`config.mk`:
```
export PLATFORM = sky130hd
export DESIGN_NAME = trivium_stream
export DESIGN_NICKNAME = d
export VERILOG_FILES = /design/src/rtl/trivium_stream.sv
export SDC_FILE = /design/constraint.sdc
export NUM_CORES = 1
export LEC_CHECK = 0
export ABC_AREA = 1
export CORE_MARGIN = 1.5
export CORE_UTILIZATION = 41
export DETAILED_ROUTE_END_ITERATION = 10
export HOLD_SLACK_MARGIN = 0.02
export SYNTH_ARGS = -nofsm -noshare
export SYNTH_HDL_FRONTEND = slang
export SYNTH_SLANG_ARGS = --single-unit
```
`constraint.sdc`:
```
create_clock -name CLK -period 2.3 [get_ports CLK]
set_clock_uncertainty 0.05 [all_clocks]
set_input_delay 0.69 -clock CLK [delete_from_list [all_inputs] [get_ports CLK]]
set_output_delay 0.69 -clock CLK [all_outputs]
set_load 0.01 [all_outputs]
```
`src/rtl/trivium_stream.sv`:
```
// trivium_stream -- Trivium stream cipher (80-bit key, 80-bit IV) that XORs
// a W-bit-per-cycle keystream onto a valid/ready data stream.
//
// Parameters
//   W      keystream bits per step (1, 2, 4, 8, 16, 32 or 64)
//   LEN_W  width of the word-count port Len
//
// Ports
//   CLK, RSTn        clock (rising edge), asynchronous active-low reset
//   EN               global enable; low freezes all state and outputs
//   Kin, Krdy        80-bit key and key-load strobe (accepted while idle)
//   IVin, IVrdy      80-bit IV and IV-load/start strobe (accepted while idle)
//   Len              number of W-bit words in the message, sampled on IV load
//   Din, Din_vld,    input data word handshake
//   Din_rdy
//   Dout, Dout_vld,  output word (Din XOR keystream) handshake
//   Dout_rdy
//   Kvld             one-cycle pulse after a key load
//   BSY              high from IV load until the message ends
//   Done             one-cycle pulse when the last word leaves
//   Abort            only with TRIVIUM_STREAM_ABORT_EN defined: drops the
//                    current message and returns to idle, keeping the key
//
// Bit order: Kin/IVin are byte-reversed on load (Kin[79:72] is key byte 0),
// key byte i bit j is Trivium key bit K(8i+j+1), and Dout[j] carries the
// j-th keystream bit of the step (Dout[0] is the earliest).
module trivium_stream #(
  parameter int W     = 8,
  parameter int LEN_W = 16
) (
  input  logic             CLK,
  input  logic             RSTn,
  input  logic             EN,
`ifdef TRIVIUM_STREAM_ABORT_EN
  input  logic             Abort,
`endif
  input  logic [79:0]      Kin,
  input  logic             Krdy,
  input  logic [79:0]      IVin,
  input  logic             IVrdy,
  input  logic [LEN_W-1:0] Len,
  input  logic [W-1:0]     Din,
  input  logic             Din_vld,
  output logic             Din_rdy,
  output logic [W-1:0]     Dout,
  output logic             Dout_vld,
  input  logic             Dout_rdy,
  output logic             Kvld,
  output logic             BSY,
  output logic             Done
);

  generate
    if (!(W == 1 || W == 2 || W == 4 || W == 8 || W == 16 || W == 32 || W == 64)) begin : g_bad_w
      $error("trivium_stream: W must be one of 1, 2, 4, 8, 16, 32, 64");
    end
  endgenerate

  localparam logic [1:0]  S_IDLE    = 2'd0;
  localparam logic [1:0]  S_INIT    = 2'd1;
  localparam logic [1:0]  S_STREAM  = 2'd2;
  localparam logic [10:0] INIT_LAST = 11'(1152 / W - 1);

  logic [1:0]       fsm_q, fsm_d;
  logic [79:0]      key_q, key_d;
  logic [287:0]     st_q, st_d;
  logic [10:0]      cnt_q, cnt_d;
  logic [LEN_W-1:0] len_q, len_d;
  logic [LEN_W-1:0] acc_q, acc_d;
  logic [W-1:0]     dout_q, dout_d;
  logic             dout_vld_q, dout_vld_d;
  logic             kvld_q, kvld_d;
  logic             done_q, done_d;
  logic             bsy_q, bsy_d;

  logic             abort_req;
  logic             din_rdy;
  logic             accept;
  logic             xfer;
  logic [287:0]     st_adv;
  logic [W-1:0]     ks;
  logic [287:0]     rs;
  logic             t1, t2, t3;

`ifdef TRIVIUM_STREAM_ABORT_EN
  assign abort_req = Abort;
`else
  assign abort_req = 1'b0;
`endif

  function automatic logic [79:0] byte_rev(input logic [79:0] x);
    logic [79:0] r;
    r = '0;
    for (int unsigned b = 0; b < 10; b++) begin
      r[8*b +: 8] = x[8*(9-b) +: 8];
    end
    return r;
  endfunction

  // W unrolled Trivium rounds. State bit s(n) of the Trivium paper lives in
  // st[n-1]; ks[i] is the keystream bit of round i.
  always_comb begin
    rs = st_q;
    ks = '0;
    t1 = 1'b0;
    t2 = 1'b0;
    t3 = 1'b0;
    for (int unsigned i = 0; i < W; i++) begin
      t1    = rs[65]  ^ rs[92];
      t2    = rs[161] ^ rs[176];
      t3    = rs[242] ^ rs[287];
      ks[i] = t1 ^ t2 ^ t3;
      t1    = t1 ^ (rs[90]  & rs[91])  ^ rs[170];
      t2    = t2 ^ (rs[174] & rs[175]) ^ rs[263];
      t3    = t3 ^ (rs[285] & rs[286]) ^ rs[68];
      rs    = {rs[286:177], t2, rs[175:93], t1, rs[91:0], t3};
    end
    st_adv = rs;
  end

  // Din_rdy follows the handshake formula as-is; EN is a system-wide stall,
  // so upstream is expected to hold off while EN is low.
  assign din_rdy = (fsm_q == S_STREAM) & (!dout_vld_q | Dout_rdy) & (acc_q < len_q);
  assign accept  = Din_vld & din_rdy;
  assign xfer    = dout_vld_q & Dout_rdy;

  always_comb begin
    fsm_d      = fsm_q;
    key_d      = key_q;
    st_d       = st_q;
    cnt_d      = cnt_q;
    len_d      = len_q;
    acc_d      = acc_q;
    dout_d     = dout_q;
    dout_vld_d = dout_vld_q;
    kvld_d     = kvld_q;
    done_d     = done_q;
    bsy_d      = bsy_q;

    if (EN) begin
      kvld_d = 1'b0;
      done_d = 1'b0;
      case (fsm_q)
        S_IDLE: begin
          if (Krdy) begin
            key_d  = byte_rev(Kin);
            kvld_d = 1'b1;
          end else if (IVrdy) begin
            st_d  = {3'b111, 108'b0, 4'b0, byte_rev(IVin), 13'b0, key_q};
            len_d = Len;
            acc_d = '0;
            cnt_d = '0;
            bsy_d = 1'b1;
            fsm_d = S_INIT;
          end
        end

        S_INIT: begin
          if (abort_req) begin
            fsm_d      = S_IDLE;
            bsy_d      = 1'b0;
            dout_vld_d = 1'b0;
          end else begin
            st_d = st_adv;
            if (cnt_q == INIT_LAST) begin
              cnt_d = '0;
              if (len_q == '0) begin
                fsm_d  = S_IDLE;
                bsy_d  = 1'b0;
                done_d = 1'b1;
              end else begin
                fsm_d = S_STREAM;
              end
            end else begin
              cnt_d = cnt_q + 11'd1;
            end
          end
        end

        S_STREAM: begin
          if (abort_req) begin
            fsm_d      = S_IDLE;
            bsy_d      = 1'b0;
            dout_vld_d = 1'b0;
          end else begin
            if (accept) begin
              st_d       = st_adv;
              dout_d     = Din ^ ks;
              dout_vld_d = 1'b1;
              acc_d      = acc_q + 1'b1;
            end else if (xfer) begin
              dout_vld_d = 1'b0;
            end
            // Once every word has been accepted, the word in the output
            // register is the last one; its transfer ends the message.
            if (xfer && (acc_q == len_q)) begin
              fsm_d      = S_IDLE;
              bsy_d      = 1'b0;
              done_d     = 1'b1;
              dout_vld_d = 1'b0;
            end
          end
        end

        default: begin
          fsm_d = S_IDLE;
          bsy_d = 1'b0;
        end
      endcase
    end
  end

  always_ff @(posedge CLK or negedge RSTn) begin
    if (!RSTn) begin
      fsm_q      <= S_IDLE;
      key_q      <= '0;
      st_q       <= '0;
      cnt_q      <= '0;
      len_q      <= '0;
      acc_q      <= '0;
      dout_q     <= '0;
      dout_vld_q <= 1'b0;
      kvld_q     <= 1'b0;
      done_q     <= 1'b0;
      bsy_q      <= 1'b0;
    end else begin
      fsm_q      <= fsm_d;
      key_q      <= key_d;
      st_q       <= st_d;
      cnt_q      <= cnt_d;
      len_q      <= len_d;
      acc_q      <= acc_d;
      dout_q     <= dout_d;
      dout_vld_q <= dout_vld_d;
      kvld_q     <= kvld_d;
      done_q     <= done_d;
      bsy_q      <= bsy_d;
    end
  end

  assign Din_rdy  = din_rdy;
  assign Dout     = dout_q;
  assign Dout_vld = dout_vld_q;
  assign Kvld     = kvld_q;
  assign BSY      = bsy_q;
  assign Done     = done_q;

endmodule
```
==> run summary, run 1 <==
## CTS
• 425 — clk sinks
• built — TritonCTS clock tree
• 600 ps — clock latency of the later-clocked register in the worst-skew pair
• 3 — clk buf depth
• 50 — number of buffers created by CTS
• 2 — depth of the CTS H-tree
• sky130_fd_sc_hd__clkbuf_16 — root buffer selected by CTS
• 50 ps — Clock transition at path regs

## Yosys
• 0 — number of enable flip-flop cells after synthesis
• 49.8% — sequential-to-total area share from yosys stat
• 2,984 — Post-Synthesis Net Count
• 2,772 — synthesized instance count
• 7.71 sq um — average size of a mapped cell
• sky130_fd_sc_hd__dfrtp_1 — prevailing post-synth register cell
• 26 — Yosys cell types
• 100% — Post-synth ARST share
• 425 — synthesis-stage register bit count
• 21,400 sq um — combined area of all synthesized cells
• 0 — yosys synthesis warning count

## Placed design
• 203 — buffers added on ports
• 0.867 — placer's final routability congestion estimate
• 40,500 um — post-detailed-placement half-perimeter wirelength
• -704 ps — Post-Place Setup Slack

## Critical path
• 1970 ps — critical path data arrival time
• register — CP Launch Type
• 2 — Worst Path Buf+Inv
• output pin — nature of the critical path endpoint
• ha_4 -> nand2_4 -> nor2_4 -> nand4_1 -> inv_2 -> a21oi_2 -> buf_2 — critical path, cell by cell
• 430 ps — Max stage delay on crit path
• flip-flops — largest delay contributor family on the critical path
• 1560 ps — endpoint required time on the critical path
• sky130_fd_sc_hd__dfrtp_1 — critical path's slowest cell
• register to output pin — critical path class
• 2 — Crit Path Max Fanout

## Global route
• 2 — number of antenna violations at the first check in global routing
• 109 — largest net degree at the start of global routing
• 100,000 um — first-pass GRT wire length
• 18,900 — vias in the first global route
• 0 — grt total ovfl
• 23.5% — Tot GR Track Use

## Pwr
• 15.6 nW — cell leakage power
• 1410 nW/um^2 — Power Density
• 0.000942 V — largest vdd supply drop

## STA
• 593 ps — transition at the pin with the smallest max-transition slack
• 369 MHz — Fmax
• 420 ps — hold slack
• 2710 ps — clock period minus final worst setup slack
• 118% — share of the cycle needed by the critical path after routing
• 0 — Hold Violations, Final
• 299 — final count of negative-setup-slack endpoints
• 0 — number of pins with negative max-slew slack in the final report
• true — RSZ-0062 raised after global routing
• 60.2% — Slew Limit Headroom
• -411 ps — final worst-path setup slack

## Floorplanning
• 231 um — Die Height
• 51,400 sq um — placeable core region
• 204 — IO Count
• 231 um — Die Wd
• 53,500 sq um — die area
• 83 — number of placement rows
• 41.6% — starting density of the core

## Drt
• 64,800 um — final wirelength
• 0 — count of nets left with antenna violations after detail routing
• 19,100 — vias
• 5.04 — detailed-route vias per instance
• 1,501 — 1st-iter DRT viols
• 0 — Remaining DRCs
• 17.0 um — post-DR wirelength/cell
• 6 — total iterations of the first detailed-routing run

## Final layout
• 3,296 — Final Net Count
• 14.0% — proportion of layout cells with a drive suffix above 1
• 34.7% — area growth from synthesis to layout
• 0 — Antenna diodes
• 4,683 — fillers

## Run status
• negative setup slack — violations in the final reports
• finished, violations left — run status

## Run
• 0 — max-cap violations

## Min path
• register to register — path type of the worst min-delay path

## sequential cells by signal (all words and copies together), names as in the netlist, 2 cells and up
signal  flops
st_q      288
key_q      80
acc_q      16
len_q      16
cnt_q      11
Dout        8
fsm_q       2
## Yosys cell counts, types with 29 or more instances
master	instances	area, sq um
sky130_fd_sc_hd__nand2_1	1279	4800
sky130_fd_sc_hd__xor2_1	59	517
sky130_fd_sc_hd__inv_1	192	721
sky130_fd_sc_hd__clkbuf_1	80	300
sky130_fd_sc_hd__nor2_1	66	248
sky130_fd_sc_hd__buf_2	77	385
sky130_fd_sc_hd__xnor2_1	29	254
sky130_fd_sc_hd__nand3_1	328	1640
sky130_fd_sc_hd__dfrtp_1	425	10600
sky130_fd_sc_hd__a21oi_1	41	205
sky130_fd_sc_hd__mux2_2	80	901
sky130_fd_sc_hd__o21ai_0	50	250
## report_power, final
part           total [mW]  switching, mW  leakage [nW]  internal, mW
Sequential           11.8           1.69          5.48          10.1
Combinational        20.4           11.7          9.27          8.76
Clock                8.27           3.30         0.855          4.97
Total                40.5           16.7          15.6          23.8
## cell families after synthesis
logic type                 share of synthesized area, %
muxes                                              4.21
DFF                                                49.8
buffers and inverters                              6.72
adders and majority gates                          1.23
AOI/OAI and AO/OA                                  2.28
and+or+nand+nor                                    32.2
xor gates and xnor gates                           3.61
## timing repair
item / in CTS / in global routing
gates resized for setup: 66 / 33
pin swaps: 10 / 11
hold buffers: 1 / 0
cloned: 23 / 17
endpoints found under the hold margin: 19 / 0
setup endpoints to repair: 308 / 310
buffers inserted: 26 / 15
## layout by cell type (no fill, tap or decap), types with 13 or more instances in the layout
cell type / n
sky130_fd_sc_hd__mux2_2: 80
sky130_fd_sc_hd__buf_16: 21
sky130_fd_sc_hd__buf_12: 51
sky130_fd_sc_hd__a21oi_1: 36
sky130_fd_sc_hd__o21ai_0: 50
sky130_fd_sc_hd__dfrtp_1: 425
sky130_fd_sc_hd__clkdlybuf4s50_1: 201
sky130_fd_sc_hd__nor2_1: 63
sky130_fd_sc_hd__nand3_1: 323
sky130_fd_sc_hd__xnor2_1: 29
sky130_fd_sc_hd__nor3_1: 13
sky130_fd_sc_hd__inv_2: 14
sky130_fd_sc_hd__inv_1: 180
sky130_fd_sc_hd__buf_4: 106
sky130_fd_sc_hd__xor2_1: 59
sky130_fd_sc_hd__clkbuf_16: 61
sky130_fd_sc_hd__nand2_1: 1273
sky130_fd_sc_hd__clkinv_2: 18
## worst min-delay path, delay by kind of cell, from the launching register on
family,cells,cell delay (ps)
flip-flops,1,340
AND/OR/NAND/NOR,2,100
## area by class of cell
class	count	area, sq um	share of cell area [%]
clock inverter	29	353	1.23
multi-input combinational	1993	9640	33.5
clock buffer	61	1350	4.70
sequential	425	10600	36.9
timing repair buffer	419	5220	18.1
tap	680	851	2.96
inverter	195	737	2.56
## final timing paths
path / start / to / slack [ps] / cells past startpoint
setup / recovery: acc_q[15] / Din_rdy / -410 / 7
hold / removal: st_q[39] / st_q[39] / 420 / 2
setup reg to reg: acc_q[15] / st_q[230] / -200 / 16
hold reg to reg: st_q[39] / st_q[39] / 420 / 2
max in group asynchronous: RSTn / st_q[111] / 900 / 3
min in group asynchronous: RSTn / acc_q[4] / 550 / 2
## through the flow
stage | total power, mW | utilization [%] | instances | TNS (ps) | cell area [sq um]
5_1_grt | 43.2 | 56.0 | 3802 | -65980 | 28800
4_1_cts | 39.5 | 54.8 | 3771 | -39550 | 28200
2_1_floorplan | 22.1 | - | 2772 | 0 | 21400
3_5_place_dp | 28.7 | 49.1 | 3634 | -153760 | 25300
6_report | 40.5 | 56.0 | 3802 | -37130 | 28800
3_3_place_gp | 28.4 | 49.1 | 3634 | -158920 | 25300
## layer usage
layer	share of wire, %	up-vias	global-route usage [%]
li1	-	9291	-
met4	3.3	4	8.82
met5	0.040	-	0
met2	47	597	38.5
met3	6.1	127	3.46
met1	43	9126	31.6
No activity file was read; power rests on OpenSTA's default activity.
==> run 2: changes to the inputs <==
- ABC_AREA: 1 -> not set
- ABC_CLOCK_PERIOD_IN_PS: not set -> 2300
- SETUP_SLACK_MARGIN: not set -> 0.4
==> run summary, run 2 <==
## Critical path
• st_q[272] — CP Capture Point, was Din_rdy
• 3490 ps — critical path data arrival time, was 1970 ps
• sky130_fd_sc_hd__dfrtp_1 — critical path's slowest cell, unchanged
• st_q[272] — R2R Path End, was st_q[230]
• register — CP Launch Type, unchanged
• 13 — count of cells along the worst register-to-register path, was 16
• acc_q[1] — Worst Setup SP, was acc_q[15]
• acc_q[1] — Reg-to-Reg Start, was acc_q[15]
• 400 ps — Max stage delay on crit path, was 430 ps
• ha_1 -> nor2b_1 -> o211ai_1 -> a21boi_4 -> buf_6 -> buf_6 -> or3_4 -> a21oi_4 -> buf_12 -> buf_16 -> buf_4 -> buf_16 -> mux2i_1 — critical path, cell by cell, was ha_4 -> nand2_4 -> nor2_4 -> nand4_1 -> inv_2 -> a21oi_2 -> buf_2
• register to register — critical path class, was register to output pin
• 2760 ps — endpoint required time on the critical path, was 1560 ps
• -730 ps — register-to-register path setup slack, was -200 ps
• register — nature of the critical path endpoint, was output pin
• 8 — Crit Path Max Fanout, was 2

## Yosys
• sky130_fd_sc_hd__dfrtp_1 — prevailing post-synth register cell, unchanged
• 55 — Yosys cell types, was 26
• 0 — yosys synthesis warning count, unchanged
• sky130_fd_sc_hd__dfrtp_1 — cell type contributing the most total cell area after synthesis, unchanged
• 20,600 sq um — combined area of all synthesized cells, was 21,400 sq um
• 51.7% — sequential-to-total area share from yosys stat, was 49.8%
• 51.7% — area share of the largest cell type after synthesis, was 49.8%
• 0 — number of enable flip-flop cells after synthesis, unchanged
• 1,705 — synthesized instance count, was 2,772
• 100% — Post-synth ARST share, unchanged
• 1,917 — Post-Synthesis Net Count, was 2,984
• 425 — synthesis-stage register bit count, unchanged
• sky130_fd_sc_hd__dfrtp_1, sky130_fd_sc_hd__mux2_2, sky130_fd_sc_hd__nand2_1 — most used standard cells in the synthesized netlist, was sky130_fd_sc_hd__nand2_1, sky130_fd_sc_hd__dfrtp_1, sky130_fd_sc_hd__nand3_1
• sky130_fd_sc_hd__dfrtp_1, sky130_fd_sc_hd__mux2_2, sky130_fd_sc_hd__mux2i_1, sky130_fd_sc_hd__mux2_1, sky130_fd_sc_hd__nand2_1 — main area contributors after synthesis, was sky130_fd_sc_hd__dfrtp_1, sky130_fd_sc_hd__nand2_1, sky130_fd_sc_hd__nand3_1, sky130_fd_sc_hd__mux2_2, sky130_fd_sc_hd__inv_1
• 12.1 sq um — average size of a mapped cell, was 7.71 sq um
• sky130_fd_sc_hd__dfrtp_1 — most frequent cell after synthesis, was sky130_fd_sc_hd__nand2_1

## Run status
• finished, violations left — run status, unchanged
• negative setup slack — violations in the final reports, unchanged

## Drt
• 5 — total iterations of the first detailed-routing run, was 6
• 13,500 — vias, was 19,100
• 0 — count of nets left with antenna violations after detail routing, unchanged
• 658 — 1st-iter DRT viols, was 1,501
• 51,400 um — final wirelength, was 64,800 um
• 0 — Remaining DRCs, unchanged
• 4.92 — detailed-route vias per instance, was 5.04
• 18.7 um — post-DR wirelength/cell, was 17.0 um

## STA
• 0 — number of pins with negative max-slew slack in the final report, unchanged
• true — RSZ-0062 raised after global routing, unchanged
• 132% — share of the cycle needed by the critical path after routing, was 118%
• 330 MHz — Fmax, was 369 MHz
• 680 ps — transition at the pin with the smallest max-transition slack, was 593 ps
• 54.4% — Slew Limit Headroom, was 60.2%
• -729 ps — final worst-path setup slack, was -411 ps
• 3030 ps — clock period minus final worst setup slack, was 2710 ps
• 0 — Hold Violations, Final, unchanged
• 316 — final count of negative-setup-slack endpoints, was 299

## Final layout
• 4,200 — fillers, was 4,683
• st_q — Largest Register, unchanged
• sky130_fd_sc_hd__dfrtp_1 — most common cell after layout, fill and taps aside, was sky130_fd_sc_hd__nand2_1
• sky130_fd_sc_hd__dfrtp_1, sky130_fd_sc_hd__mux2_2, sky130_fd_sc_hd__clkdlybuf4s50_1 — most frequent cells in the layout, was sky130_fd_sc_hd__nand2_1, sky130_fd_sc_hd__dfrtp_1, sky130_fd_sc_hd__nand3_1
• 31.6% — area growth from synthesis to layout, was 34.7%
• 29.5% — proportion of layout cells with a drive suffix above 1, was 14.0%
• 2,256 — Final Net Count, was 3,296
• 288 — flip-flop count of the largest register after layout, unchanged
• st_q (288), key_q (80) — largest registers, unchanged

## Global route
• 76 — largest net degree at the start of global routing, was 109
• 20.3% — Tot GR Track Use, was 23.5%
• 14,300 — vias in the first global route, was 18,900
• 0 — grt total ovfl, unchanged
• 3 — number of antenna violations at the first check in global routing, was 2
• 80,900 um — first-pass GRT wire length, was 100,000 um

## Pwr
• 1420 nW/um^2 — Power Density, was 1410 nW/um^2
• 38.4 mW — overall power after layout, was 40.5 mW
• 0.000789 V — largest vdd supply drop, was 0.000942 V
• 11.6 nW — cell leakage power, was 15.6 nW

## CTS
• 425 — clk sinks, unchanged
• sky130_fd_sc_hd__clkbuf_16 — root buffer selected by CTS, unchanged
• 47 — number of buffers created by CTS, was 50
• built — TritonCTS clock tree, unchanged
• 60 ps — Clock transition at path regs, was 50 ps
• 610 ps — clock latency of the later-clocked register in the worst-skew pair, was 600 ps
• 3 — clk buf depth, unchanged
• 2 — depth of the CTS H-tree, unchanged

## Floorplanning
• 41.7% — starting density of the core, was 41.6%
• 51,500 sq um — die area, was 53,500 sq um
• 227 um — Die Height, was 231 um
• 227 um — Die Wd, was 231 um
• 49,300 sq um — placeable core region, was 51,400 sq um
• 204 — IO Count, unchanged
• 81 — number of placement rows, was 83

## Min path
• register to register — path type of the worst min-delay path, unchanged

## Run
• 0 — max-cap violations, unchanged

## Placed design
• 0.838 — placer's final routability congestion estimate, was 0.867
• 36,100 um — post-detailed-placement half-perimeter wirelength, was 40,500 um
• 203 — buffers added on ports, unchanged
• -936 ps — Post-Place Setup Slack, was -704 ps

[run 2: cell types whose count changed after synthesis, sizes merged, moves of 17 or more]
cell,change
nor2,-35
buf,-48
inv,-37
mux2i,+133
o21ai,-35
nand2,-1088
nand3,-305
mux2,+325
clkbuf,-30
xor2,-34
a21oi,-17
xnor2,+48
[run 2: where the power goes]
part	switching [mW]	total [mW]	internal (mW)
clock	3.18	7.68	4.51
sequential	2.08	12.8	10.7
combinational	7.76	17.9	10.2
[run 2: cell families after synthesis]
| family | synth area share (%) |
|---|---|
| mux | 28.7 |
| flops | 51.7 |
| simple gates | 6.47 |
| buf+inv | 5.15 |
| xor+xnor | 4.34 |
| compound gates | 2.38 |
| fa+ha+maj | 1.28 |
[run 2: worst max-delay path, delay by kind of cell (launching register included)]
family,cells,cell delay (ps)
muxes,1,180
and+or+nand+nor,2,500
DFF,1,400
buffers and inverters,6,870
adders and majority gates,1,310
AOI/OAI and AO/OA,3,620
[run 2: area by class of cell]
cell class                      count  area, sq um  area share, %
Multi-Input combinational cell   1039         9210           34.0
Clock buffer                       73         1420           5.26
Sequential cell                   425        10600           39.3
Clock inverter                     10          159          0.587
Timing Repair Buffer              374         4210           15.5
Antenna cell                        1         2.50        0.00925
Inverter                          157          589           2.18
Tap cell                          664          831           3.07
[run 2: worst min path at each step]
stage / from / endpoint / slack, ps / depth (start not counted)
after floorplan: RSTn / BSY / 340 / 0
after global placement: st_q[117] / st_q[117] / 410 / 1
after detailed placement: st_q[93] / st_q[93] / 420 / 1
after CTS: st_q[93] / st_q[93] / 430 / 1
after global routing: st_q[41] / st_q[41] / 450 / 1
final: st_q[138] / st_q[138] / 430 / 1
[run 2: through the flow]
| step | instances | util, % | area [sq um] | hold WS, ps | TNS, ps |
|---|---|---|---|---|---|
| after floorplan | 1705 | - | 20700 | 344 | -69490 |
| after global placement | 2615 | 49.6 | 24400 | 411 | -266420 |
| after detailed placement | 2615 | 49.6 | 24400 | 420 | -265040 |
| after CTS | 2732 | 54.5 | 26900 | 434 | -195180 |
| after global routing | 2743 | 54.9 | 27100 | 447 | -218350 |
| final | 2743 | 54.9 | 27100 | 431 | -190880 |
[run 2: per-layer routing]
layer	vias to the layer above	track usage, %	wire [um]
met4	4	5.90	1280
met2	238	32.4	23600
met1	6741	28.1	24200
met3	72	4.07	2280
li1	6442	-	-
met5	-	0	22
[run 2: timing repair]
| item | in CTS | in global routing |
|---|---|---|
| pin swaps | 4 | 9 |
| gates cloned | 13 | 0 |
| endpoints found under the hold margin | 15 | 0 |
| gates resized for setup | 70 | 30 |
| setup endpoints to repair | 337 | 339 |
| setup buffers | 20 | 10 |
| hold buffers | 1 | 0 |
==> run 3: changes to the inputs <==
- GPL_TIMING_DRIVEN: not set -> 0
- MAX_ROUTING_LAYER: not set -> met4
==> run summary, run 3 (same netlist as run 2, synthesis figures left out) <==
## Global route
• 0 — grt total ovfl, unchanged
• 20.8% — Tot GR Track Use, was 20.3%
• 79,900 um — first-pass GRT wire length, was 80,900 um
• 2 — number of antenna violations at the first check in global routing, was 3
• 14,200 — vias in the first global route, was 14,300
• 122 — largest net degree at the start of global routing, was 76

## CTS
• built — TritonCTS clock tree, unchanged
• 2 — depth of the CTS H-tree, unchanged
• 3 — clk buf depth, unchanged
• 60 ps — Clock transition at path regs, about the same
• 48 — number of buffers created by CTS, was 47
• 425 — clk sinks, unchanged
• 600 ps — clock latency of the later-clocked register in the worst-skew pair, was 610 ps
• sky130_fd_sc_hd__clkbuf_16 — root buffer selected by CTS, unchanged

## Drt
• 0 — count of nets left with antenna violations after detail routing, unchanged
• 20.1 um — post-DR wirelength/cell, was 18.7 um
• 55,600 um — final wirelength, was 51,400 um
• 5.02 — detailed-route vias per instance, was 4.92
• 707 — 1st-iter DRT viols, was 658
• 0 — Remaining DRCs, unchanged
• 13,900 — vias, was 13,500
• 5 — total iterations of the first detailed-routing run, unchanged

## Critical path
• len_q[1] — Reg-to-Reg Start, was acc_q[1]
• simple AND/OR/NAND/NOR gates — largest delay contributor family on the critical path, was buffers and inverters
• output pin — nature of the critical path endpoint, was register
• 2350 ps — critical path data arrival time, was 3490 ps
• 400 ps — Max stage delay on crit path, about the same
• sky130_fd_sc_hd__nor4_2 — critical path's slowest cell, was sky130_fd_sc_hd__dfrtp_1
• 2 — Worst Path Buf+Inv, was 6
• len_q[13] — Worst Setup SP, was acc_q[1]
• register — CP Launch Type, unchanged
• register to output pin — critical path class, was register to register
• 1560 ps — endpoint required time on the critical path, was 2760 ps
• inv_2 -> ha_4 -> nand4_1 -> nor4_2 -> a21boi_4 -> nor3_2 -> buf_2 — critical path, cell by cell, was ha_1 -> nor2b_1 -> o211ai_1 -> a21boi_4 -> buf_6 -> buf_6 -> or3_4 -> a21oi_4 -> buf_12 -> buf_16 -> buf_4 -> buf_16 -> mux2i_1
• 3 — Crit Path Max Fanout, was 8

## Final layout
• st_q — Largest Register, unchanged
• sky130_fd_sc_hd__dfrtp_1, sky130_fd_sc_hd__mux2_2, sky130_fd_sc_hd__nand2_1 — most frequent cells in the layout, was sky130_fd_sc_hd__dfrtp_1, sky130_fd_sc_hd__mux2_2, sky130_fd_sc_hd__clkdlybuf4s50_1
• 57.1% — Final Core Density, was 54.9%
• 34.2% — proportion of layout cells with a drive suffix above 1, was 29.5%
• 2,283 — Final Net Count, was 2,256
• 288 — flip-flop count of the largest register after layout, unchanged
• 2,772 — Final Non-Filler Cells, was 2,743
• sky130_fd_sc_hd__dfrtp_1 — most common cell after layout, fill and taps aside, unchanged
• st_q (288), key_q (80) — largest registers, unchanged
• 36.8% — area growth from synthesis to layout, was 31.6%

## Pwr
• 18.5% — part of the total power dissipated in the clock network, was 20.0%
• 49.6% — share of power burned in combinational logic, was 46.8%
• 1460 nW/um^2 — Power Density, was 1420 nW/um^2
• 26.9 mW — internal portion of total power, was 25.4 mW
• 12.1 nW — cell leakage power, was 11.6 nW
• 14.1 mW — P_sw, was 13.0 mW
• 0.000677 V — largest vdd supply drop, was 0.000789 V
• 31.8% — Seq pwr share, was 33.2%
• 34.3% — share of total power consumed by net switching, was 33.9%

## Placed design
• 0.825 — placer's final routability congestion estimate, was 0.838
• -1600 ps — Post-Place Setup Slack, was -936 ps
• 2,575 — cell count after placement, was 2,615
• 36,600 um — post-detailed-placement half-perimeter wirelength, was 36,100 um
• 203 — buffers added on ports, unchanged

## STA
• 0 — number of pins with negative max-slew slack in the final report, unchanged
• -192,290 ps — aggregate negative setup slack, was -190,880 ps
• true — RSZ-0062 raised after global routing, unchanged
• 3090 ps — clock period minus final worst setup slack, was 3030 ps
• 134% — share of the cycle needed by the critical path after routing, was 132%
• 324 MHz — Fmax, was 330 MHz
• 47.6% — Slew Limit Headroom, was 54.4%
• 786 ps — transition at the pin with the smallest max-transition slack, was 680 ps
• 317 — final count of negative-setup-slack endpoints, was 316
• -791 ps — final worst-path setup slack, was -729 ps
• 0 — Hold Violations, Final, unchanged

## Min path
• input pin to asynchronous set/reset pin — path type of the worst min-delay path, was register to register

## Floorplanning
• 204 — IO Count, unchanged
• 51,500 sq um — die area, unchanged
• 41.7% — starting density of the core, unchanged
• 81 — number of placement rows, unchanged
• 49,300 sq um — placeable core region, unchanged
• 227 um — Die Height, unchanged
• 227 um — Die Wd, unchanged

## Run status
• finished, violations left — run status, unchanged
• negative setup slack — violations in the final reports, unchanged

## Run
• 0 — max-cap violations, unchanged

-- run 3: cell types whose count changed in the layout (fill, tap and decap cells not counted), sizes merged, moves of 2 or more --
cell / before / now
clkinvlp: 0 / 3
clkbuf: 73 / 150
buf: 171 / 133
diode: 1 / 3
clkinv: 5 / 3
clkdlybuf4s50: 201 / 189
-- run 3: worst reg2reg max path, stage by stage (launching register included) --
cell	delay (ps)
sky130_fd_sc_hd__dfrtp_1	350
sky130_fd_sc_hd__inv_1	50
sky130_fd_sc_hd__ha_1	300
sky130_fd_sc_hd__nor2b_4	130
sky130_fd_sc_hd__o211ai_1	280
sky130_fd_sc_hd__a21boi_4	110
sky130_fd_sc_hd__buf_6	150
sky130_fd_sc_hd__or3_4	370
sky130_fd_sc_hd__a21oi_4	200
sky130_fd_sc_hd__buf_8	160
sky130_fd_sc_hd__buf_12	130
sky130_fd_sc_hd__buf_16	150
sky130_fd_sc_hd__clkbuf_16	180
sky130_fd_sc_hd__mux2_4	300
-- run 3: worst paths after layout --
| check | cells past startpoint | end | slack, ps |
|---|---|---|---|
| max in group asynchronous | 3 | key_q[74] | 810 |
| min in group CLK | 1 | key_q[61] | 450 |
| max reg2reg | 13 | st_q[130] | -730 |
| min reg2reg | 1 | key_q[61] | 450 |
| min | 1 | st_q[134] | 10 |
| max | 7 | Din_rdy | -790 |
-- run 3: area by class of cell --
cell class,count,area [sq um]
Tap cell,664,831
Clock buffer,74,1430
Multi-Input combinational cell,1040,9880
Clock inverter,10,116
Fill cell,4109,21100
Timing Repair Buffer,315,3740
Inverter,157,589
Antenna cell,3,7.51
Buffer,84,901
Sequential cell,425,10600
-- run 3: metal layers --
| metal | vias to the layer above | part of all wire, % | global-route usage, % |
|---|---|---|---|
| met2 | 268 | 47 | 32.3 |
| li1 | 6507 | - | - |
| met4 | 0 | 1.9 | 5.43 |
| met3 | 67 | 4.4 | 3.96 |
| met1 | 7060 | 47 | 28.0 |
| met5 | - | 0 | - |
-- run 3: power groups by stage --
| stage | logic [mW] | clock network, mW | registers (mW) |
|---|---|---|---|
| floorplan | 11.6 | 0 | 12.1 |
| global placement | 14.8 | 0 | 13.0 |
| detailed placement | 15.1 | 0 | 13.0 |
| CTS | 16.7 | 7.78 | 12.9 |
| global route | 21.8 | 8.09 | 13.4 |
| finish | 20.3 | 7.60 | 13.0 |
-- run 3: what timing repair did --
item                       CTS  global route
cloned                       8            28
resized for setup          104           306
hold buffers                 0             0
pin swaps                    7            30
setup endpoints to repair  434           548
buffers inserted            31            43
-- run 3: metrics by stage --
stage	power, mW	area [sq um]	hold slack, ps
3_5_place_dp	28.1	23700	421
4_1_cts	37.4	26100	29.7
5_1_grt	43.2	28100	45.3
2_1_floorplan	23.7	20700	344
3_3_place_gp	27.8	23600	411
6_report	41.0	28100	11.1
